`src/rtl/ps2_key_event_fifo.sv`:
```
`default_nettype none
// ============================================================================
//  Module   : ps2_key_event_fifo
//  Purpose  : PS/2 scan-byte front end. It pops bytes from the receiver with
//             a one-cycle active-low strobe, decodes the E0 and F0 prefixes
//             into make/break events, tracks the held key, counts presses and
//             queues the events in a valid/ready FIFO.
//  Options  : PS2_TYPEMATIC_FILTER_EN - when defined, a repeated make of the
//             key already held is not counted and not enqueued.
//  Revision : 1.0 - initial release
// ============================================================================
module ps2_key_event_fifo #(
   parameter int FIFO_DEPTH = 8,
   parameter int CNT_W      = 8
) (
   input  logic                               clk,
   input  logic                               clrn,
   // receiver side
   input  logic                               rx_ready,
   input  logic [7:0]                         rx_data,
   input  logic                               rx_overflow,
   output logic                               rx_nextdata_n,
   // event stream
   output logic                               ev_valid,
   input  logic                               ev_ready,
   output logic [7:0]                         ev_code,
   output logic                               ev_ext,
   output logic                               ev_break,
   output logic [$clog2(FIFO_DEPTH+1)-1:0]    fifo_level,
   // status
   output logic [CNT_W-1:0]                   key_count,
   output logic                               held,
   output logic [8:0]                         held_code,
   output logic                               err_ovf
);

   localparam int AW = (FIFO_DEPTH > 1) ? $clog2(FIFO_DEPTH) : 1;
   localparam int LW = $clog2(FIFO_DEPTH + 1);

   localparam logic [7:0]    c_byte_e0    = 8'hE0;
   localparam logic [7:0]    c_byte_f0    = 8'hF0;
   localparam logic [LW-1:0] c_full_level = LW'(FIFO_DEPTH);

   // Prefix state: which of E0 / F0 has been seen since the last event.
   typedef enum logic [1:0] {
      ST_IDLE = 2'd0,
      ST_E0   = 2'd1,
      ST_F0   = 2'd2,
      ST_E0F0 = 2'd3
   } state_t;

   state_t            r_state;
   state_t            w_state_nxt;

   logic              r_nextdata_n;
   logic              w_accept;

   logic              w_make;
   logic              w_break;
   logic              w_ext;
   logic              w_repeat;
   logic              w_count_make;
   logic              w_push;
   logic              w_pop;
   logic              w_full;
   logic              w_wr;
   logic              w_drop;
   logic              w_held_clear;
   logic [8:0]        w_key;

   logic [9:0]        r_mem [FIFO_DEPTH];
   logic [AW-1:0]     r_wr_ptr;
   logic [AW-1:0]     r_rd_ptr;
   logic [LW-1:0]     r_level;

   logic [CNT_W-1:0]  r_key_count;
   logic              r_held;
   logic [8:0]        r_held_code;
   logic              r_err_ovf;

   // ------------------------------------------------------------------------
   // Receiver handshake. The strobe register doubles as the ACK-cycle flag:
   // while it is low the receiver is still retiring the byte just taken, so
   // rx_ready is not trusted for that cycle.
   // ------------------------------------------------------------------------
   assign w_accept = rx_ready & r_nextdata_n;

   // Pop strobe: low for exactly the cycle after an accepting edge.
   always_ff @(posedge clk or negedge clrn) begin
      if (!clrn) begin
         r_nextdata_n <= 1'b1;
      end else begin
         r_nextdata_n <= ~w_accept;
      end
   end

   // ------------------------------------------------------------------------
   // Prefix decoder
   // ------------------------------------------------------------------------

   // Prefix state register; a reset drops any half-received sequence.
   always_ff @(posedge clk or negedge clrn) begin
      if (!clrn) begin
         r_state <= ST_IDLE;
      end else begin
         r_state <= w_state_nxt;
      end
   end

   // Next-state and event decode on each accepted byte.
   always_comb begin
      w_state_nxt = r_state;
      w_make      = 1'b0;
      w_break     = 1'b0;
      w_ext       = 1'b0;
      if (w_accept) begin
         case (r_state)
            ST_IDLE: begin
               if (rx_data == c_byte_e0) begin
                  w_state_nxt = ST_E0;
               end else if (rx_data == c_byte_f0) begin
                  w_state_nxt = ST_F0;
               end else begin
                  w_make = 1'b1;
               end
            end
            ST_E0: begin
               if (rx_data == c_byte_f0) begin
                  w_state_nxt = ST_E0F0;
               end else if (rx_data != c_byte_e0) begin
                  w_make      = 1'b1;
                  w_ext       = 1'b1;
                  w_state_nxt = ST_IDLE;
               end
            end
            ST_F0: begin
               if (rx_data == c_byte_e0) begin
                  w_state_nxt = ST_E0F0;
               end else if (rx_data != c_byte_f0) begin
                  w_break     = 1'b1;
                  w_state_nxt = ST_IDLE;
               end
            end
            ST_E0F0: begin
               if ((rx_data != c_byte_e0) && (rx_data != c_byte_f0)) begin
                  w_break     = 1'b1;
                  w_ext       = 1'b1;
                  w_state_nxt = ST_IDLE;
               end
            end
            default: begin
               w_state_nxt = ST_IDLE;
            end
         endcase
      end
   end

   assign w_key = {w_ext, rx_data};

   // A make of the key that is already down is auto-repeat from the keyboard.
`ifdef PS2_TYPEMATIC_FILTER_EN
   assign w_repeat = w_make & r_held & (w_key == r_held_code);
`else
   assign w_repeat = 1'b0;
`endif

   assign w_count_make = w_make & ~w_repeat;
   assign w_push       = w_count_make | w_break;
   assign w_held_clear = w_break & r_held & (w_key == r_held_code);

   // ------------------------------------------------------------------------
   // Held key and press counter
   // ------------------------------------------------------------------------

   // Held key: the last make wins; only a matching release clears it.
   always_ff @(posedge clk or negedge clrn) begin
      if (!clrn) begin
         r_held      <= 1'b0;
         r_held_code <= 9'd0;
      end else if (w_count_make) begin
         r_held      <= 1'b1;
         r_held_code <= w_key;
      end else if (w_held_clear) begin
         r_held      <= 1'b0;
      end
   end

   // Press counter; wraps naturally at its width. Dropped events still count.
   always_ff @(posedge clk or negedge clrn) begin
      if (!clrn) begin
         r_key_count <= '0;
      end else if (w_count_make) begin
         r_key_count <= r_key_count + CNT_W'(1);
      end
   end

   // ------------------------------------------------------------------------
   // Event FIFO. A push into a full queue is still taken when the head is
   // leaving on the same edge, so the queue never drops while it drains.
   // ------------------------------------------------------------------------
   assign w_full = (r_level == c_full_level);
   assign w_pop  = (r_level != '0) & ev_ready;
   assign w_wr   = w_push & (~w_full | w_pop);
   assign w_drop = w_push & w_full & ~w_pop;

   // Storage array: data only, validity is carried by the level counter.
   always_ff @(posedge clk) begin
      if (w_wr) begin
         r_mem[r_wr_ptr] <= {w_break, w_ext, rx_data};
      end
   end

   // Pointers and occupancy; equal push and pop leave the level unchanged.
   always_ff @(posedge clk or negedge clrn) begin
      if (!clrn) begin
         r_wr_ptr <= '0;
         r_rd_ptr <= '0;
         r_level  <= '0;
      end else begin
         if (w_wr) begin
            r_wr_ptr <= r_wr_ptr + AW'(1);
         end
         if (w_pop) begin
            r_rd_ptr <= r_rd_ptr + AW'(1);
         end
         if (w_wr && !w_pop) begin
            r_level <= r_level + LW'(1);
         end else if (w_pop && !w_wr) begin
            r_level <= r_level - LW'(1);
         end
      end
   end

   // Sticky error: an event lost to a full queue or a receiver overrun.
   always_ff @(posedge clk or negedge clrn) begin
      if (!clrn) begin
         r_err_ovf <= 1'b0;
      end else if (w_drop || rx_overflow) begin
         r_err_ovf <= 1'b1;
      end
   end

   // ------------------------------------------------------------------------
   // Outputs
   // ------------------------------------------------------------------------
   assign rx_nextdata_n = r_nextdata_n;
   assign ev_valid      = (r_level != '0);
   assign ev_break      = r_mem[r_rd_ptr][9];
   assign ev_ext        = r_mem[r_rd_ptr][8];
   assign ev_code       = r_mem[r_rd_ptr][7:0];
   assign fifo_level    = r_level;
   assign key_count     = r_key_count;
   assign held          = r_held;
   assign held_code     = r_held_code;
   assign err_ovf       = r_err_ovf;

endmodule
`default_nettype wire

```
`config.mk`:
```
export PLATFORM = sky130hd
export DESIGN_NAME = ps2_key_event_fifo
export DESIGN_NICKNAME = d
export VERILOG_FILES = /design/src/rtl/ps2_key_event_fifo.sv
export SDC_FILE = /design/constraint.sdc
export NUM_CORES = 1
export LEC_CHECK = 0
export BUFFER_PORTS_ARGS = -buffer_cell sky130_fd_sc_hd__buf_2
export CELL_PAD_IN_SITES_DETAIL_PLACEMENT = 0
export CELL_PAD_IN_SITES_GLOBAL_PLACEMENT = 1
export CORE_MARGIN = 2
export CORE_UTILIZATION = 54
export DETAILED_ROUTE_END_ITERATION = 12
export GPL_TIMING_DRIVEN = 0
export HOLD_SLACK_MARGIN = 0.15
export PLACE_DENSITY_LB_ADDON = 0.1
export SYNTH_ARGS = -nofsm -noshare
export SYNTH_HDL_FRONTEND = slang
export SYNTH_SLANG_ARGS = --single-unit
```
`constraint.sdc`:
```
create_clock -name clk -period 5.7 [get_ports clk]
set_input_delay 0.57 -clock clk [delete_from_list [all_inputs] [get_ports clk]]
set_output_delay 0.57 -clock clk [all_outputs]
set_load 0.05 [all_outputs]
```
After elaboration in Yosys (flattened, before gate mapping)
Memory sizes are Yosys's and may differ from the RTL's.
Cells that the tools add are included.
{"block": "classes", "eq_ne": 13, "addsub": 5, "n_reduce_logical": 11, "n_mux": 27, "bitwise": 12}
{"operator": "equality test 8 bit (second input constant)", "count": 2}
{"operator": "!= test 8 bit (second input constant)", "count": 2}
{"operator": "two-way mux 1 bit", "count": 14}
{"operator": "two-way mux 2 bit", "count": 7}
{"operator": "equality test 9 bit", "count": 1}
{"operator": "!= test 3 bit (second input constant)", "count": 3}
{"operator": "adder 8 x 1 -> 8 bit (second input constant)", "count": 1}
{"operator": "two-way mux 4 bit", "count": 2}
{"operator": "one-hot mux 2 bit (4 select lines)", "count": 1}
{"operator": "AND 1 bit", "count": 7}
{"operator": "adder 3 x 1 -> 3 bit (second input constant)", "count": 2}
{"operator": "one-hot mux 1 bit (2 select lines)", "count": 3}
{"operator": "AND reduction 5 bit", "count": 1}
{"operator": "adder 4 x 1 -> 4 bit (second input constant)", "count": 1}
{"operator": "equality test 2 bit (second input constant)", "count": 2}
{"operator": "equality test 4 bit (second input constant)", "count": 1}
{"operator": "nonzero test 2 bit", "count": 2}
{"operator": "nonzero test 4 bit", "count": 1}
{"operator": "subtractor 4 x 1 -> 4 bit (second input constant)", "count": 1}
{"operator": "logical AND 1 bit", "count": 3}
{"operator": "inverter 1 bit", "count": 3}
{"operator": "equality test 2 x 1 -> 1 bit (second input constant)", "count": 1}
{"operator": "zero test 1 bit", "count": 2}
{"operator": "zero test 2 bit", "count": 1}
{"operator": "3 further kinds", "count": 4}
{"block": "word_totals", "regBits": 32, "memories": 1, "inputBits": 13, "word_cells": 78, "mem_bits_rw": 80, "output_inout_bits": 35}
{"name": "r_mem", "words": 8, "width": 10, "rd": 1, "rd_ports_with_merged_regs": 0, "write_ports": 1, "line_no": "71", "rtl": "logic [9:0] r_mem [FIFO_DEPTH];"}

Longest topological paths before layout
{"block": "logic_depth", "word_depth": 11, "depth_mapped": 11, "mapped_depth_nobuf": 11}

Least setup slack after synthesis
Ideal clock, no wire load.
{"block": "synth_timing", "path_type": "reg-to-reg", "startpoint": "register r_level[0] (netlist: fifo_level[0])", "endpoint": "register r_level[3] (netlist: fifo_level[3])", "setup_ns": 0.136, "t_arrival_ns": 2.900, "path_slack_ns": 2.664, "n_path_buf": 0, "t_required_ns": 5.564, "path_stages_with_launch": 10, "synth_period_minus_slack_ns": 3.036, "cell_sequence": "dfrtp_1 or3_4 or2_2 nand2_2 ha_1 inv_1 ha_1 a21o_2 a2111oi_0 o31ai_1"}
{"block": "synth_between", "elab_chain_len": 7, "word_cells_on_any_way": 15, "classes_between": "2 x add/sub; 1 x eq/ne; 2 x mux; 4 x bitwise; 6 x reduce/logical"}
{"element": "start: declaration", "line_no": "74", "rtl": "logic [LW-1:0] r_level;"}
{"element": "start signal: assignment", "line_no": "227", "rtl": "r_level <= r_level + LW'(1);"}
{"element": "start signal: assignment", "line_no": "229", "rtl": "r_level <= r_level - LW'(1);"}
{"element": "nonzero test 4 bit (*)"}
{"element": "via ev_valid", "line_no": "24", "rtl": "output logic ev_valid,"}
{"element": "AND 1 bit (*)", "line_no": "202", "rtl": "assign w_pop = (r_level != '0) & ev_ready;"}
{"element": "OR 1 bit", "line_no": "203", "rtl": "assign w_wr = w_push & (~w_full | w_pop);"}
{"element": "AND 1 bit", "line_no": "203"}
{"element": "zero test 1 bit", "line_no": "228", "rtl": "end else if (w_pop && !w_wr) begin"}
{"element": "logical AND 1 bit", "line_no": "228"}
{"element": "nonzero test 2 bit (no line)"}
The timed path passes the listed nets; every way through them passes the cells marked *. The select of a mux whose other input is x is not followed.
A chain may end at the register's enable or synchronous reset.

Worst setup path in the final report
{"block": "layout_timing", "startpoint": "register r_level[0] (netlist: fifo_level[0])", "endpoint": "register r_level[3] (netlist: fifo_level[3])"}
{"block": "layout_between", "elab_chain_len": 7, "word_cells_on_any_way": 15, "classes_between": "2 x add/sub; 1 x eq/ne; 2 x mux; 4 x bitwise; 6 x reduce/logical"}
{"element": "nonzero test 4 bit or equality test 4 bit (tied branches)", "line_no": "202, 201"}
{"element": "AND 1 bit or inverter 1 bit (tied branches)", "line_no": "202, 203"}
{"element": "OR 1 bit (*)", "line_no": "203"}
{"element": "AND 1 bit (*)", "line_no": "203"}
{"element": "via w_wr", "line_no": "66", "rtl": "logic w_wr;"}
{"element": "zero test 1 bit", "line_no": "228"}
{"element": "logical AND 1 bit", "line_no": "228"}
{"element": "nonzero test 2 bit (no line)"}
Marks and branches as above.

==> impl_results.md <==
- Post-synth cell types: 40
- Remaining DRCs: 0
- Row count: 33
- Area of the mapped netlist: 4630 sq um
- Reg area: 3200 sq um
- Maximum clock frequency: 0.333 GHz
- Non-Filler Instances: 425
- Syn Inst Count: roughly 260
- Cell taking the most area after synthesis: edfxtp_1
- Drt pass-1 iters: 4
- Pin count of the biggest net entering global routing: 33
- Setup crit start kind: flop
- Min-Delay Path Class: input pin to async pin
- Ys async rst share: between 20% and 30%
- Sw frac: 40.4%
- Multi-input logic area: 1390 sq um
- I/O Pins: 48
- Comb pwr share: a little over two fifths
- Switch Pwr: 1.10 mW
- Synth area leaders: edfxtp_1 52%, dfrtp_1 17%, mux4_2 9.7%, mux2_2 5.1%, xnor2_1 3.8%
- Most frequent cells in the layout: 80 x edfxtp_1, 49 x buf_2, 31 x dfrtp_1
- Final setup vio count: 0
- Antenna violations before repair: 0
- Final Skew: between 7 and 8 ps
- Critical path type: flop to flop
- Final Hold Vio Count: 0
- Wire length per cell: between 15 and 20 um
- Worst skew pair latency: 360 ps
- Initial core utilization: a little under three fifths
- Die height: slightly below 100 um
- Internal Power: 1.62 mW
- RSZ-0062 raised after global routing: false
- Filler Cells Inserted: 620
- Port Buf Inserts: 47
- Clock buffer depth: 2
- Slew margin rel.: 24.4%
- Worst-path maximum fanout: 5
- Layout Utilization: 63.2%
- Half-perimeter wire length after placement: roughly 5400 um
- CTS buffer count: 9
- Syn-to-layout area delta: 12.8%
- Root Driver: clkbuf_8
- GRT overflow: 0
- H-tree levels: 3
- Clk sinks: around 110
- Post-CTS Setup Repair Bufs: 0
- Pwr/cell area: just over 500 nW/um^2
- GRT Overall Usage: 19.2%
- Clock transition at the registers of the reported paths: 100 ps
- Ratio of cells with drive above 1 in the final layout: a little under two fifths
- Most frequently used flop master after synthesis: edfxtp_1
- Critical Path AT: 3240 ps
- Status: completed
- Least-Margin Pin Slew: approximately 1100 ps
- Register bit total from synthesis: about 110
- Synth Area per Inst: ~18 sq um
- Via/cell ratio: 5.58
- Antenna diode count: 0
- DR iter-0 viols: around 110
- Final net count: 336
- Number of synthesized flops with an enable pin: 80
- Final min period: 3000 ps
- Die area: 9330 sq um
- Syn. warnings: 0
- Fin crit share: 52.6%
- Clock share of power: 17.3%
- Die span in x: 96.6 um
- Resized Gates After CTS: 0
- Post-DRT Antenna Nets: 0
- Final GP Congestion: 0.702
- Placed cells: 410
- Vias in the first global route: approximately 2500
- Detailed-route via count: roughly 2400
- Global-route wire length before repair: 13700 um
- Sequential share of power: about 41%
- CTS Hold Buffers Added: 0
- Required time worst endpoint: 5940 ps
- Maximum VDD drop: 0.358 mV
- Leakage: 1.89 nW
- Final setup TNS: 0 ps
- Number of max-cap violations: 0
- CTS tree: done
- Syn nets: 276
- Kind of end point of the critical path: flop
- WL final: 8380 um
- Sequential area share after synthesis: 69.2%
- Share of the synthesized area in the top cell type: 51.9%
- Count of pins over their slew limit: 0
- Placeable Area: around 8300 sq um
- Commonest non-fill, non-tap cell in the layout: edfxtp_1
-- worst max-delay path: stages (launching register included) --
cell	delay [ps]
dfrtp_1	470
or3_4	430
or3b_4	410
nand2_2	90
inv_1	40
ha_1	210
inv_1	170
ha_1	270
a21o_2	240
a2111oi_0	410
o31ai_1	140
-- logic make-up after synthesis --
| group | Yosys count | share of synthesized area (%) |
|---|---|---|
| DFF | 112 | 69.2 |
| and+or+nand+nor | 49 | 6.08 |
| muxes | 44 | 15.5 |
| buffers and inverters | 9 | 0.946 |
| xor gates and xnor gates | 21 | 3.97 |
| AOI/OAI and AO/OA | 14 | 2.22 |
| adders and majority gates | 7 | 2.05 |
-- state kept, by name, summed over array words and instances (netlist names) --
register	flops
r_mem	80
held_code	9
r_state	2
held	1
r_rd_ptr	3
fifo_level	4
rx_nextdata_n	1
r_wr_ptr	3
err_ovf	1
key_count	8
-- final cells by class --
cell class | instances | share of cell area [%]
inverter | 2 | 0.144
clock buffer | 9 | 2.37
clock inverter | 6 | 1.32
multi-input combinational | 135 | 26.7
buffer | 7 | 0.695
sequential | 112 | 61.4
tap | 105 | 2.52
timing repair buffer | 49 | 4.94
-- synth_stat cells, drive strengths merged (3+ instances only) --
cell type	n
ha	6
nand2	11
edfxtp	80
nand4	5
mux2	23
clkbuf	4
nor2	11
buf	3
o21ai	5
nand3	4
mux4	20
dfrtp	31
xnor2	20
nor3	5
-- path summary, 6_finish.rpt --
check                         startpoint            end  slack (ps)  cells after the start
max in group asynchronous           clrn   held_code[2]        4980                      1
min                                 clrn  fifo_level[2]         260                      1
min in group clk             rx_overflow        err_ovf         430                      3
max                        fifo_level[0]  fifo_level[3]        2700                     10
min reg2reg                 key_count[7]   key_count[7]         470                      1
max reg2reg                fifo_level[0]  fifo_level[3]        2700                     10
-- per-layer routing --
layer  vias to the layer above  track usage [%]  part of all wire [%]
met1                      1194             27.5                    47
li1                       1114                -                     -
met3                         8             3.32                   3.2
met2                        55             30.6                    48
met5                         -                0                     0
met4                         0             6.18                  0.96
-- power groups by stage --
stage	combinational, mW	sequential [mW]	clock [mW]
after floorplan	0.731	1.27	0
after global placement	1.13	1.11	0
after detailed placement	1.15	1.12	0
after CTS	1.15	1.11	0.481
after global routing	1.22	1.12	0.510
final	1.14	1.10	0.469
-- metrics by stage --
step | total power, mW | instance area (sq um) | worst slack, ps | hold slack, ps
final | 2.71 | 5220 | 2700 | 260
after global routing | 2.85 | 5220 | 2550 | 301
after CTS | 2.74 | 5220 | 2720 | 270
after detailed placement | 2.27 | 5030 | 2520 | 462
after global placement | 2.24 | 5000 | 2180 | 457
after floorplan | 2.00 | 4630 | 2660 | 274
Note: power is estimated with default switching activity, not from simulation.
